File: src/rtl/display_pkg.sv
// Shared constants and types for the display arbiter slice.
package display_pkg;

   localparam int unsigned NSRC  = 4;
   localparam logic [6:0]  BLANK = 7'h7F;

   typedef enum logic {
      IDLE = 1'b0,
      SHOW = 1'b1
   } state_t;

endpackage

File: src/rtl/display_word.sv
// Hex decoder: four nibbles of a 16-bit word to active-low 7-segment patterns.
module display_word (
   input  logic [15:0] word,
   output logic [6:0]  h0,
   output logic [6:0]  h1,
   output logic [6:0]  h2,
   output logic [6:0]  h3
);

   function automatic logic [6:0] hex7(input logic [3:0] n);
      logic [6:0] s;
      case (n)
         4'h0: s = 7'h40;
         4'h1: s = 7'h79;
         4'h2: s = 7'h24;
         4'h3: s = 7'h30;
         4'h4: s = 7'h19;
         4'h5: s = 7'h12;
         4'h6: s = 7'h02;
         4'h7: s = 7'h78;
         4'h8: s = 7'h00;
         4'h9: s = 7'h10;
         4'hA: s = 7'h08;
         4'hB: s = 7'h03;
         4'hC: s = 7'h46;
         4'hD: s = 7'h21;
         4'hE: s = 7'h06;
         default: s = 7'h0E;
      endcase
      return s;
   endfunction

   // Decode each nibble independently; h0 is the least significant nibble.
   always_comb begin
      h0 = hex7(word[3:0]);
      h1 = hex7(word[7:4]);
      h2 = hex7(word[11:8]);
      h3 = hex7(word[15:12]);
   end

endmodule

File: src/rtl/display_arbiter.sv
// Round-robin arbiter that grants one of four sources the 4-digit hex display
// for DWELL cycles at a time, with a hold input that freezes rotation.
module display_arbiter
   import display_pkg::*;
#(
   parameter int unsigned DWELL = 25000000,
   parameter int unsigned CW    = 25
) (
   input  logic            clk,
   input  logic            rst_n,
   input  logic [NSRC-1:0] req,
   input  logic [15:0]     word0,
   input  logic [15:0]     word1,
   input  logic [15:0]     word2,
   input  logic [15:0]     word3,
   input  logic            hold,
   output logic [NSRC-1:0] grant,
   output logic [1:0]      src,
   output logic [6:0]      h0,
   output logic [6:0]      h1,
   output logic [6:0]      h2,
   output logic [6:0]      h3
);

   localparam logic [CW-1:0] CNT_LAST = CW'(DWELL - 1);

   state_t        state, state_n;
   logic [1:0]    src_n;
   logic [1:0]    last_src;
   logic [CW-1:0] cnt, cnt_n;
   logic [15:0]   word_q, word_sel;
   logic [6:0]    d0, d1, d2, d3;

   // First set request bit at or above start, wrapping; the caller passes
   // owner+1 so the current owner is considered last.
   function automatic logic [1:0] rr_pick(input logic [NSRC-1:0] r,
                                          input logic [1:0]      start);
      logic [1:0] idx;
      logic       found;
      logic [1:0] pick;
      pick  = start;
      found = 1'b0;
      for (int unsigned i = 0; i < NSRC; i++) begin
         idx = start + 2'(i);
         if (!found && r[idx]) begin
            pick  = idx;
            found = 1'b1;
         end
      end
      return pick;
   endfunction

   // Next-state, next-owner and dwell counter.
   always_comb begin
      state_n = state;
      src_n   = src;
      cnt_n   = cnt;
      case (state)
         IDLE: begin
            if (|req) begin
               state_n = SHOW;
               src_n   = rr_pick(req, last_src + 2'd1);
               cnt_n   = '0;
            end
         end
         SHOW: begin
            if (req == '0) begin
               state_n = IDLE;
               src_n   = 2'd0;
               cnt_n   = '0;
            end else if (!req[src] || (!hold && cnt == CNT_LAST)) begin
               // A dropped owner forces rotation even while held.
               src_n = rr_pick(req, src + 2'd1);
               cnt_n = '0;
            end else if (!hold) begin
               cnt_n = cnt + CW'(1);
            end
         end
         default: begin
            state_n = IDLE;
            src_n   = 2'd0;
            cnt_n   = '0;
         end
      endcase
   end

   // Source word for the owner being granted at this edge.
   always_comb begin
      case (src_n)
         2'd0:    word_sel = word0;
         2'd1:    word_sel = word1;
         2'd2:    word_sel = word2;
         default: word_sel = word3;
      endcase
   end

   // State, ownership, counter and display register.
   always_ff @(posedge clk or negedge rst_n) begin
      if (!rst_n) begin
         state    <= IDLE;
         src      <= 2'd0;
         grant    <= '0;
         last_src <= 2'd3;
         cnt      <= '0;
         word_q   <= '0;
      end else begin
         state <= state_n;
         src   <= src_n;
         cnt   <= cnt_n;
         if (state_n == SHOW) begin
            grant    <= NSRC'(1) << src_n;
            last_src <= src_n;
            word_q   <= word_sel;
         end else begin
            grant <= '0;
         end
      end
   end

   display_word u_dec (
      .word (word_q),
      .h0   (d0),
      .h1   (d1),
      .h2   (d2),
      .h3   (d3)
   );

   // Blank the digits whenever no source owns the display.
   always_comb begin
      if (state == SHOW) begin
         h0 = d0;
         h1 = d1;
         h2 = d2;
         h3 = d3;
      end else begin
         h0 = BLANK;
         h1 = BLANK;
         h2 = BLANK;
         h3 = BLANK;
      end
   end

endmodule

File: config.mk
export PLATFORM = sky130hd
export DESIGN_NAME = display_arbiter
export DESIGN_NICKNAME = d
export VERILOG_FILES = /design/src/rtl/display_pkg.sv /design/src/rtl/display_word.sv /design/src/rtl/display_arbiter.sv
export SDC_FILE = /design/constraint.sdc
export NUM_CORES = 1
export LEC_CHECK = 0
export ABC_AREA = 1
export CELL_PAD_IN_SITES_DETAIL_PLACEMENT = 0
export CELL_PAD_IN_SITES_GLOBAL_PLACEMENT = 1
export CORE_MARGIN = 2
export CORE_UTILIZATION = 36
export CTS_CLUSTER_DIAMETER = 60
export DETAILED_ROUTE_END_ITERATION = 12
export PLACE_DENSITY_LB_ADDON = 0.1
export SYNTH_ARGS = -nofsm -noshare
export SYNTH_HDL_FRONTEND = slang
export SYNTH_SLANG_ARGS = --single-unit
File: constraint.sdc
create_clock -name clk -period 2.61 [get_ports clk]
set_clock_uncertainty 0.1 [all_clocks]
set_input_delay 0.522 -clock clk [delete_from_list [all_inputs] [get_ports clk]]
set_output_delay 0.522 -clock clk [all_outputs]
set_load 0.01 [all_outputs]
# == Word-level counts from Yosys, hierarchy flattened ==
# Memories as Yosys holds them, arrays and structs flattened.
# Cells that the tools add are included.
# totals
reg_bits,50
wordCells,118
rom_bits,448
inputBits,71
memories,4
# op_classes
addsub,9
bitwise_logic,1
mux,63
n_reduce_logical,20
n_shift,1
eq_ne,5
n_lt_le_gt_ge,9
# memory_table
memory,depth,width,rd,rd_ports_with_merged_regs,write_ports,line_no,text
(no name shown),16,7,1,0,0,display_word.sv:12,case (n)
(no name shown),16,7,1,0,0,display_word.sv:12,
(no name shown),16,7,1,0,0,display_word.sv:12,
(no name shown),16,7,1,0,0,display_word.sv:12,
# ops
operator,count
two-way mux 25 bit,4
case mux 25 bit (2 select lines),1
case mux 16 bit (3 select lines),1
two-way mux 1 bit,32
two-way mux 7 bit,4
"less-than comparator 2 x 3 -> 1 bit, second input constant",9
"adder 25 x 1 -> 25 bit, second input constant",1
"== test 25 bit, second input constant",1
binary-select mux 1 bit (select 2 bit),9
two-way mux 2 bit,9
"adder 2 x 1 -> 2 bit, second input constant",4
"adder 2 bit, second input constant",4
logical NOT 1 bit,8
logical AND 1 bit,7
logical NOT 4 bit,1
two-way mux 4 bit,1
"!= test 4 x 2 -> 1 bit, second input constant",1
case mux 2 bit (2 select lines),1
OR reduction 4 bit,1
"<< shifter 1 x 2 -> 4 bit, first input constant",1
"== test 2 x 1 -> 1 bit, second input constant",1
"== test 2 bit, second input constant",1
logical NOT 2 bit,1
"!= test 2 bit, second input constant",1
4 further kinds,4

# == Longest topological paths before layout ==
# Gate-level depths: netlist of the first run.
# depth
ltp_word,27
mapped_depth,20

# == By module ==
# From an unflattened synthesis of the first run, not the netlist that was laid out.
# hier_totals
cells_unflattened,830
area_unflattened_um2,5006.1
# modules_own_cells
mod,cells_each,seq_area_each_um2,area_per_inst_um2,instances
display_arbiter,629,1253.7,3917.5,1
display_word,201,0.0,1088.5,1

# == Least setup slack after synthesis of the first run ==
# OpenSTA, ideal clock, no wires.
# synth_timing
kind,register to register
start,register cnt[0]
end,register word_q[10]
t_arrival_ns,1.938
path_buffers,2
period_less_slack_ns,2.154
setup_time_ns,0.116
stages_incl_launch_ff,19
slack_ns,0.456
path_cell_list,dfrtp_1 -> ha_1 -> inv_1 -> nor2_4 -> nand2_2 -> nor2_1 -> nand3_1 -> nand2_2 -> buf_6 -> nand3_2 -> nand2_1 -> nand2_1 -> nand2_2 -> nand2_4 -> buf_2 -> o21ai_1 -> nand3_1 -> nand2_1 -> nand2_1
# synth_between
elab_chain_len,8
word_cells_on_any_way,10
classes_between,eq/ne: 3; mux: 4; reduce/logical: 3
# synth_lines
element,line_no,text
from (decl),display_arbiter.sv:30,"logic [CW-1:0] cnt, cnt_n;"
from (signal assigned),display_arbiter.sv:109,cnt <= cnt_n;
== test 25 bit (*),display_arbiter.sv:71,end else if (!req[src] || (!hold && cnt == CNT_LAST)) begin
logical AND 1 bit (*),display_arbiter.sv:71,
logical OR 1 bit (*),display_arbiter.sv:71,
two-way mux 2 bit (*),display_arbiter.sv:71,
two-way mux 2 bit (*),display_arbiter.sv:67,if (req == '0) begin
case mux 2 bit (2 select lines) (*),display_arbiter.sv:58,case (state)
== test 2 bit (tied with other cells),display_arbiter.sv:89,case (src_n)
case mux 16 bit (3 select lines) (*),display_arbiter.sv:89,
to (signal assigned),display_arbiter.sv:113,word_q <= word_sel;
to (decl),display_arbiter.sv:31,"logic [15:0] word_q, word_sel;"
# Every way passes the cells marked *; elsewhere a longest branch is shown, timed or not.
# A chain may end at the register's enable or synchronous reset.

# == Worst setup path after layout of the first run ==
# layout_timing
start,register last_src[0]
end,register word_q[11]
# layout_between
elab_chain_len,23
word_cells_on_any_way,36
classes_between,add/sub: 4; eq/ne: 2; mux: 23; reduce/logical: 7
# layout_lines
element,line_no,text
from (decl),display_arbiter.sv:29,logic [1:0] last_src;
from (signal assigned),display_arbiter.sv:112,last_src <= src_n;
adder 2 x 1 -> 2 bit (*),display_arbiter.sv:62,"src_n = rr_pick(req, last_src + 2'd1);"
binary-select mux 1 bit (select 2 bit),display_arbiter.sv:45,if (!found && r[idx]) begin
two-way mux 1 bit (implied by the code),display_arbiter.sv:45,
two-way mux 1 bit,display_arbiter.sv:45,
two-way mux 1 bit,display_arbiter.sv:60,if (|req) begin
two-way mux 1 bit,display_arbiter.sv:58,
logical NOT 1 bit,display_arbiter.sv:45,
logical AND 1 bit,display_arbiter.sv:45,
(+7 left out),n/a,
two-way mux 1 bit,display_arbiter.sv:58,
logical NOT 1 bit,display_arbiter.sv:45,
logical AND 1 bit,display_arbiter.sv:45,
two-way mux 2 bit (*),display_arbiter.sv:45,
two-way mux 2 bit (*),display_arbiter.sv:60,
case mux 2 bit (2 select lines) (*),display_arbiter.sv:58,
== test 2 bit (tied with other cells),display_arbiter.sv:89,
case mux 16 bit (3 select lines) (*),display_arbiter.sv:89,
# Every way passes the cells marked *; elsewhere a longest branch is shown, timed or not. The select of a mux whose other input is x is not followed.

==> results.sh, run 1 <==
export IMPL_status="finished, violations left"
export IMPL_failed_checks="negative setup slack"
export IMPL_final_cell_area_mm2=0.006998
export IMPL_synthCells=735
export IMPL_drv_cap=0
export IMPL_grt_max_degree=29
export IMPL_synth_top_flop_cell="dfrtp_1"
export IMPL_syn_num_nets=831
export IMPL_place_area_mm2=0.006187
export IMPL_postRouteAntennaNets=0
export IMPL_htreeDepth=2
export IMPL_setup_viol=1
export IMPL_setup_slack_ns=-0.001634
export IMPL_grt_pass1_vias=4914
export IMPL_gp_congestion=0.8767
export IMPL_reg2reg_from="last_src[0]"
export IMPL_numCtsBuffers=5
export IMPL_grt_pass1_wl_mm=23.26
export IMPL_dp_hpwl_mm=10.84
export IMPL_start_util=0.3728
export IMPL_diodes=0
export IMPL_synth_seq_area_share=0.2643
export IMPL_min_path_type="in -> async"
export IMPL_viasPerCell=4.947
export IMPL_ir_drop_v=0.0006276
export IMPL_endpoint="word_q[11]"
export IMPL_syn_avg_cell_area_um2=6.453
export IMPL_combinationalPowerShare=0.768
export IMPL_antenna_found_initial=0
export IMPL_power_share_switching=0.4872
export IMPL_dr_pass1_iters=7
export IMPL_rr_endpoint="word_q[11]"
export IMPL_p_int_mw=4.807
export IMPL_yosys_warnings=0
export IMPL_hold_buffers=0
export IMPL_fillers=1241
export IMPL_syn_cell_area_mm2=0.004743
export IMPL_critPathKind="reg -> reg"
export IMPL_critPathMaxFanout=8
export IMPL_die_width_um=118.8
export IMPL_drc=0
export IMPL_die_y_um=118.8
export IMPL_power_density_mw_per_mm2=1339
export IMPL_coreArea_mm2=0.01272
export IMPL_num_io_pins=105
export IMPL_ff2ff_path_depth=17
export IMPL_io_buffers=104
export IMPL_layout_nets=991
export IMPL_routed_wl_mm=15.03
export IMPL_areaGrowthSynthToFinish_pct=47.53
export IMPL_drt_iter0_drc=326
export IMPL_drv_slew=0
export IMPL_netSwitchingPower_mw=4.566
export IMPL_grtUsageTotal=0.1970
export IMPL_clk_latency_ns=0.29
export IMPL_ys_async_sr_fraction=1.000
export IMPL_drive_above_1_share=0.2121
export IMPL_worst_setup_path_end_kind="flop"
export IMPL_dr_total_vias=5283
export IMPL_path_clk_slew_ns=0.07
export IMPL_fin_crit_sh=1.001
export IMPL_ys_types=40
export IMPL_fin_crit_ns=2.612
export IMPL_final_cell_mix="219 x nand2_1, 80 x clkdlybuf4s50_1, 78 x nand3_1"
export IMPL_yosys_register_bits=50
export IMPL_critical_path_required_ns=2.69
export IMPL_rsz0062_at_grt="yes"
export IMPL_worst_pin_slew_ns=0.6619
export IMPL_seqCellArea_mm2=0.001267
export IMPL_power_frac_seq=0.151
export IMPL_dp_slack_ns=-0.2800
export IMPL_final_common_cell="nand2_1"
export IMPL_maxSlewHeadroom=0.5587
export IMPL_rows=41
export IMPL_clk_path_buf_depth=2
export IMPL_avgRoutedWirePerCell_um=14.07
export IMPL_synth_edf_count=0
export IMPL_clock_root_buffer="clkbuf_16"
export IMPL_fmax_mhz=382.9
export IMPL_power_leakage_nw=3.459
export IMPL_regToRegSetupSlack_ns=-0.002
export IMPL_cp_start_kind="flop"
export IMPL_power_frac_clock=0.081
export IMPL_die_area_mm2=0.01411
export IMPL_cts_tree="built"
export IMPL_hold_viol_final=0
export IMPL_cts_num_sinks=50
export IMPL_crit_start="last_src[0]"
export IMPL_worst_ep_arrival_time_ns=2.69
export IMPL_multi_input_area_mm2=0.003253
export IMPL_gr_total_overflow=0
export IMPL_final_util=0.5501
## registers in the layout, indices dropped and copies added (netlist names)
| name | count |
|---|---|
| state | 1 |
| last_src | 2 |
| grant | 4 |
| cnt | 25 |
| src | 2 |
| word_q | 16 |
## cells by family (layout without fill, tap and decap cells)
logic type	Yosys count	count (layout)	share of synthesized area
simple gates	442	445	0.4250
buf+inv	113	271	0.1034
compound gates	89	89	0.1118
flops	50	50	0.2643
fa+ha+maj	25	25	0.06595
xor+xnor	16	16	0.02954
## per-stage QoR
stage / cells / hold slack (ns) / power, mW / TNS, ns
after global routing: 1068 / 0.2163 / 10.20 / -1.679
after detailed placement: 1021 / 0.4504 / 7.263 / -8.219
after CTS: 1032 / 0.1866 / 8.039 / 0
after global placement: 1021 / 0.4376 / 7.202 / -5.894
final: 1068 / 0.1523 / 9.373 / -0.001634
after floorplan: 735 / 0.1264 / 5.054 / 0
## cells in the mapped netlist (2+ instances only)
cell type | number | area share
a21oi_1 | 13 | 0.014
a22oi_1 | 2 | 0.0032
a31oi_1 | 7 | 0.0092
buf_1 | 2 | 0.0016
buf_4 | 10 | 0.016
buf_6 | 3 | 0.0071
clkbuf_1 | 15 | 0.012
dfrtp_1 | 48 | 0.25
dfstp_2 | 2 | 0.011
ha_1 | 25 | 0.066
inv_1 | 74 | 0.059
inv_2 | 6 | 0.0047
inv_4 | 2 | 0.0026
nand2_1 | 239 | 0.19
nand2_2 | 14 | 0.018
nand2_4 | 3 | 0.0071
nand3_1 | 85 | 0.090
nand3b_1 | 16 | 0.025
nand4_1 | 12 | 0.016
nor2_1 | 46 | 0.036
nor2_2 | 3 | 0.0040
nor2_4 | 4 | 0.0095
nor3_1 | 12 | 0.013
nor4_1 | 3 | 0.0040
o2111ai_1 | 2 | 0.0037
o211ai_1 | 5 | 0.0079
o21ai_0 | 35 | 0.037
o21ai_1 | 12 | 0.013
o311ai_0 | 4 | 0.0074
o41ai_1 | 7 | 0.013
xor2_1 | 15 | 0.028
## power groups by stage
stage               Clock [mW]  Sequential (mW)  Combinational (mW)
floorplan                    0             1.20                3.86
global placement             0             1.38                5.82
detailed placement           0             1.39                5.87
CTS                      0.777             1.39                5.87
global route             0.808             1.45                7.94
finish                   0.757             1.41                7.20
## timing repair
item	CTS	global route
gates cloned	0	7
setup endpoints to repair	15	48
gates resized for setup	18	96
buffers inserted	3	29
pin swaps	0	35
hold endpoints to repair	0	0
## how the worst min path moves through the flow
| stage | startpoint | end | slack [ns] | cells after the start |
|---|---|---|---|---|
| final | rst_n | cnt[2] | 0.15 | 1 |
| after global routing | rst_n | cnt[0] | 0.22 | 1 |
| after CTS | rst_n | cnt[0] | 0.19 | 1 |
| after detailed placement | word_q[0] | word_q[0] | 0.45 | 2 |
| after global placement | word_q[0] | word_q[0] | 0.44 | 2 |
| after floorplan | rst_n | cnt[0] | 0.13 | 0 |
## metal layers
metal | wire [um] | track usage
met5 | 0 | 0
met4 | 204 | 0.04464
met3 | 705 | 0.02703
met2 | 6784 | 0.3121
met1 | 7336 | 0.2837
## critical path, stage by stage (launching register included)
cell and delay [ns]:
dfstp_2 0.62, clkinv_4 0.15, nand2_4 0.09, nand2_2 0.06, nand2_2 0.06, nand2_2 0.10
nor2_4 0.13, nand2_2 0.09, nand2_2 0.07, nand2_2 0.06, a21oi_4 0.26, buf_6 0.16
nand2_8 0.07, buf_6 0.13, nand3_1 0.09, nand3_1 0.11, nand2_1 0.09, nand2_1 0.05
## layout make-up
type	count	share of cell area
tap	172	0.03075
timing repair buffer	181	0.2541
clock buffer	6	0.01842
multi-input combinational	575	0.4649
clock inverter	2	0.005364
sequential	50	0.1811
inverter	82	0.04541
(Power assumes the default switching activity.)
==> inputs of run 2 (changes only) <==
Settings changed: HOLD_SLACK_MARGIN from default to 0.15.
==> results of run 2 <==
No change in the layout: final DEF, timing and power equal those of run 1.
==> inputs of run 3 (changes only) <==
Settings changed: CAP_MARGIN from default to 0, MAX_ROUTING_LAYER from default to met4, PLACE_DENSITY from default to 0.92, PLACE_DENSITY_LB_ADDON 0.1 to default.
==> run 3 against run 2 <==
The run now ends clean. Final cell count decreased by 1.4%. Sequential power about the same. Utilization decreased by 1.8 points. Worst setup slack improved by 0.098 ns. Clock power decreased by 10%. First-iteration DRC count decreased by 5.5%. Fmax increased by 3.9%. Wire length decreased by 1.8%. Die area unchanged. Critical path depth decreased by 10. Hold slack improved by 0.31 ns. Via count about the same. Critical path type is now reg -> out. Highest routed layer unchanged.
==> results.sh, run 3 (synthesis results as in run 1) <==
export IMPL_diodes=0
export IMPL_critPathMaxFanout=4
export IMPL_ff2ff_path_depth=19
export IMPL_postRouteAntennaNets=0
export IMPL_timing_critical_path_buf_inv=2
export IMPL_cts_tree="built"
export IMPL_largest_register_ffs=25
export IMPL_cts_num_sinks=50
export IMPL_critical_path_required_ns=1.99
export IMPL_fin_crit_sh=0.9633
export IMPL_fin_cells=1053
export IMPL_rsz0062_at_grt="yes"
export IMPL_clock_root_buffer="clkbuf_16"
export IMPL_grt_busiest_layer="met2"
export IMPL_numCtsBuffers=5
export IMPL_p_int_mw=4.413
export IMPL_maxSlewHeadroom=0.6339
export IMPL_reg2reg_from="last_src[0]"
export IMPL_die_area_mm2=0.01411
export IMPL_crit_path_frequent_cell="nand2_1"
export IMPL_gr_total_overflow=0
export IMPL_netSwitchingPower_mw=4.289
export IMPL_htreeDepth=2
export IMPL_reg_top3="cnt x25, word_q x16, grant x4"
export IMPL_grtUsageTotal=0.2069
export IMPL_worst_ep_arrival_time_ns=1.89
export IMPL_avgRoutedWirePerCell_um=14.01
export IMPL_hold_depth=2
export IMPL_finalSetupTns_ns=0
export IMPL_fin_crit_ns=2.514
export IMPL_crit_family="buffers and inverters"
export IMPL_num_io_pins=105
export IMPL_met2_usage=0.3430
export IMPL_min_path_type="reg -> reg"
export IMPL_dp_cells=1022
export IMPL_path_clk_slew_ns=0.07
export IMPL_clk_latency_ns=0.29
export IMPL_path_cells="buf_4, ha_1, nand2_1, o21ai_0, nand2_1, nand3_1, clkdlybuf4s50_1"
export IMPL_met1_usage=0.2763
export IMPL_setup_viol=0
export IMPL_drv_slew=0
export IMPL_drt_iter0_drc=308
export IMPL_gp_congestion=0.8894
export IMPL_grt_pass1_wl_mm=23.66
export IMPL_viasPerCell=5.020
export IMPL_dp_hpwl_mm=10.75
export IMPL_routed_wl_mm=14.76
export IMPL_status="completed"
export IMPL_drc=0
export IMPL_start_util=0.3728
export IMPL_final_cell_mix="230 x nand2_1, 83 x nand3_1, 77 x clkdlybuf4s50_1"
export IMPL_coreArea_mm2=0.01272
export IMPL_hold_viol_final=0
export IMPL_critPathSlowestCell="clkdlybuf4s50_1"
export IMPL_io_buffers=104
export IMPL_fmax_mhz=397.8
export IMPL_grt_max_degree=28
export IMPL_rows=41
export IMPL_crit_start="word_q[0]"
export IMPL_worst_setup_path_end_kind="output port"
export IMPL_dr_total_vias=5286
export IMPL_use_met3=0.02075
export IMPL_combinationalPowerShare=0.760
export IMPL_die_width_um=118.8
export IMPL_antenna_found_initial=0
export IMPL_areaGrowthSynthToFinish_pct=42.76
export IMPL_power_density_mw_per_mm2=1285
export IMPL_drv_cap=0
export IMPL_power_frac_clock=0.078
export IMPL_power_frac_seq=0.162
export IMPL_cp_start_kind="flop"
export IMPL_ir_drop_v=0.0007247
export IMPL_dr_pass1_iters=5
export IMPL_final_common_cell="nand2_1"
export IMPL_largest_register="cnt"
export IMPL_drive_above_1_share=0.1669
export IMPL_clk_path_buf_depth=2
export IMPL_slowest_delay_ns=0.49
export IMPL_power_share_switching=0.4929
export IMPL_worst_pin_slew_ns=0.5486
export IMPL_worstSetupPathDepth=7
export IMPL_die_y_um=118.8
export IMPL_critPathKind="reg -> out"
export IMPL_layout_nets=976
export IMPL_hp_start="word_q[5]"
export IMPL_grt_pass1_vias=4929
export IMPL_power_leakage_nw=3.414
==> run 3: stage by stage <==
step                      power (mW)  area, um^2  hold slack (ns)  setup WS, ns    util
after floorplan                5.054        4743           0.1264        0.4560       -
after global placement         7.163        6182           0.3602       -0.2641  0.4859
after detailed placement       7.182        6182           0.3600       -0.2871  0.4859
after CTS                      7.882        6367           0.4630     0.0007974  0.5005
after global routing           9.546        6771           0.4944      -0.03850  0.5323
final                          8.702        6771           0.4574       0.09592  0.5323
==> run 3: worst paths after layout <==
check	end	slack, ns
max	h0[6]	0.1
min	word_q[5]	0.46
max reg2reg	word_q[1]	0.14
min reg2reg	word_q[5]	0.46
max in group asynchronous	last_src[1]	1.16
min in group asynchronous	cnt[1]	0.58
==> run 3: area by class of cell <==
cell class | instances | area (um^2)
fill | 1264 | 5951
multi-input combinational | 575 | 3133
timing repair buffer | 165 | 1684
sequential | 50 | 1265
inverter | 82 | 315.3
tap | 172 | 215.2
clock buffer | 6 | 138.9
clock inverter | 2 | 12.51
timing repair inverter | 1 | 7.507
==> run 3: worst reg2reg max path, delay by kind of cell (launching register included) <==
family	cells	cell delay, ns
buffers and inverters	3	0.38
and+or+nand+nor	15	1.16
AOI/OAI and AO/OA	1	0.23
DFF	1	0.56
==> run 3: power by group through the flow <==
stage / Clock (mW) / Sequential, mW / Combinational, mW
detailed placement: 0 / 1.41 / 5.77
global route: 0.716 / 1.45 / 7.38
global placement: 0 / 1.42 / 5.74
CTS: 0.686 / 1.41 / 5.79
finish: 0.678 / 1.41 / 6.62
floorplan: 0 / 1.20 / 3.86
==> run 3: per-layer routing <==
layer	vias to the layer above	routed length, um
met2	147	7252
met4	0	155
met1	2437	6732
met3	12	614
li1	2690	-
met5	-	0
==> run 3: timing repair <==
item                                   CTS  global route
gates resized for setup                 14            64
pin swaps                                0            21
hold buffers                             1             0
setup endpoints to repair               17            46
endpoints found under the hold margin   14             0
gates cloned                             0             8
setup buffers                            3            11
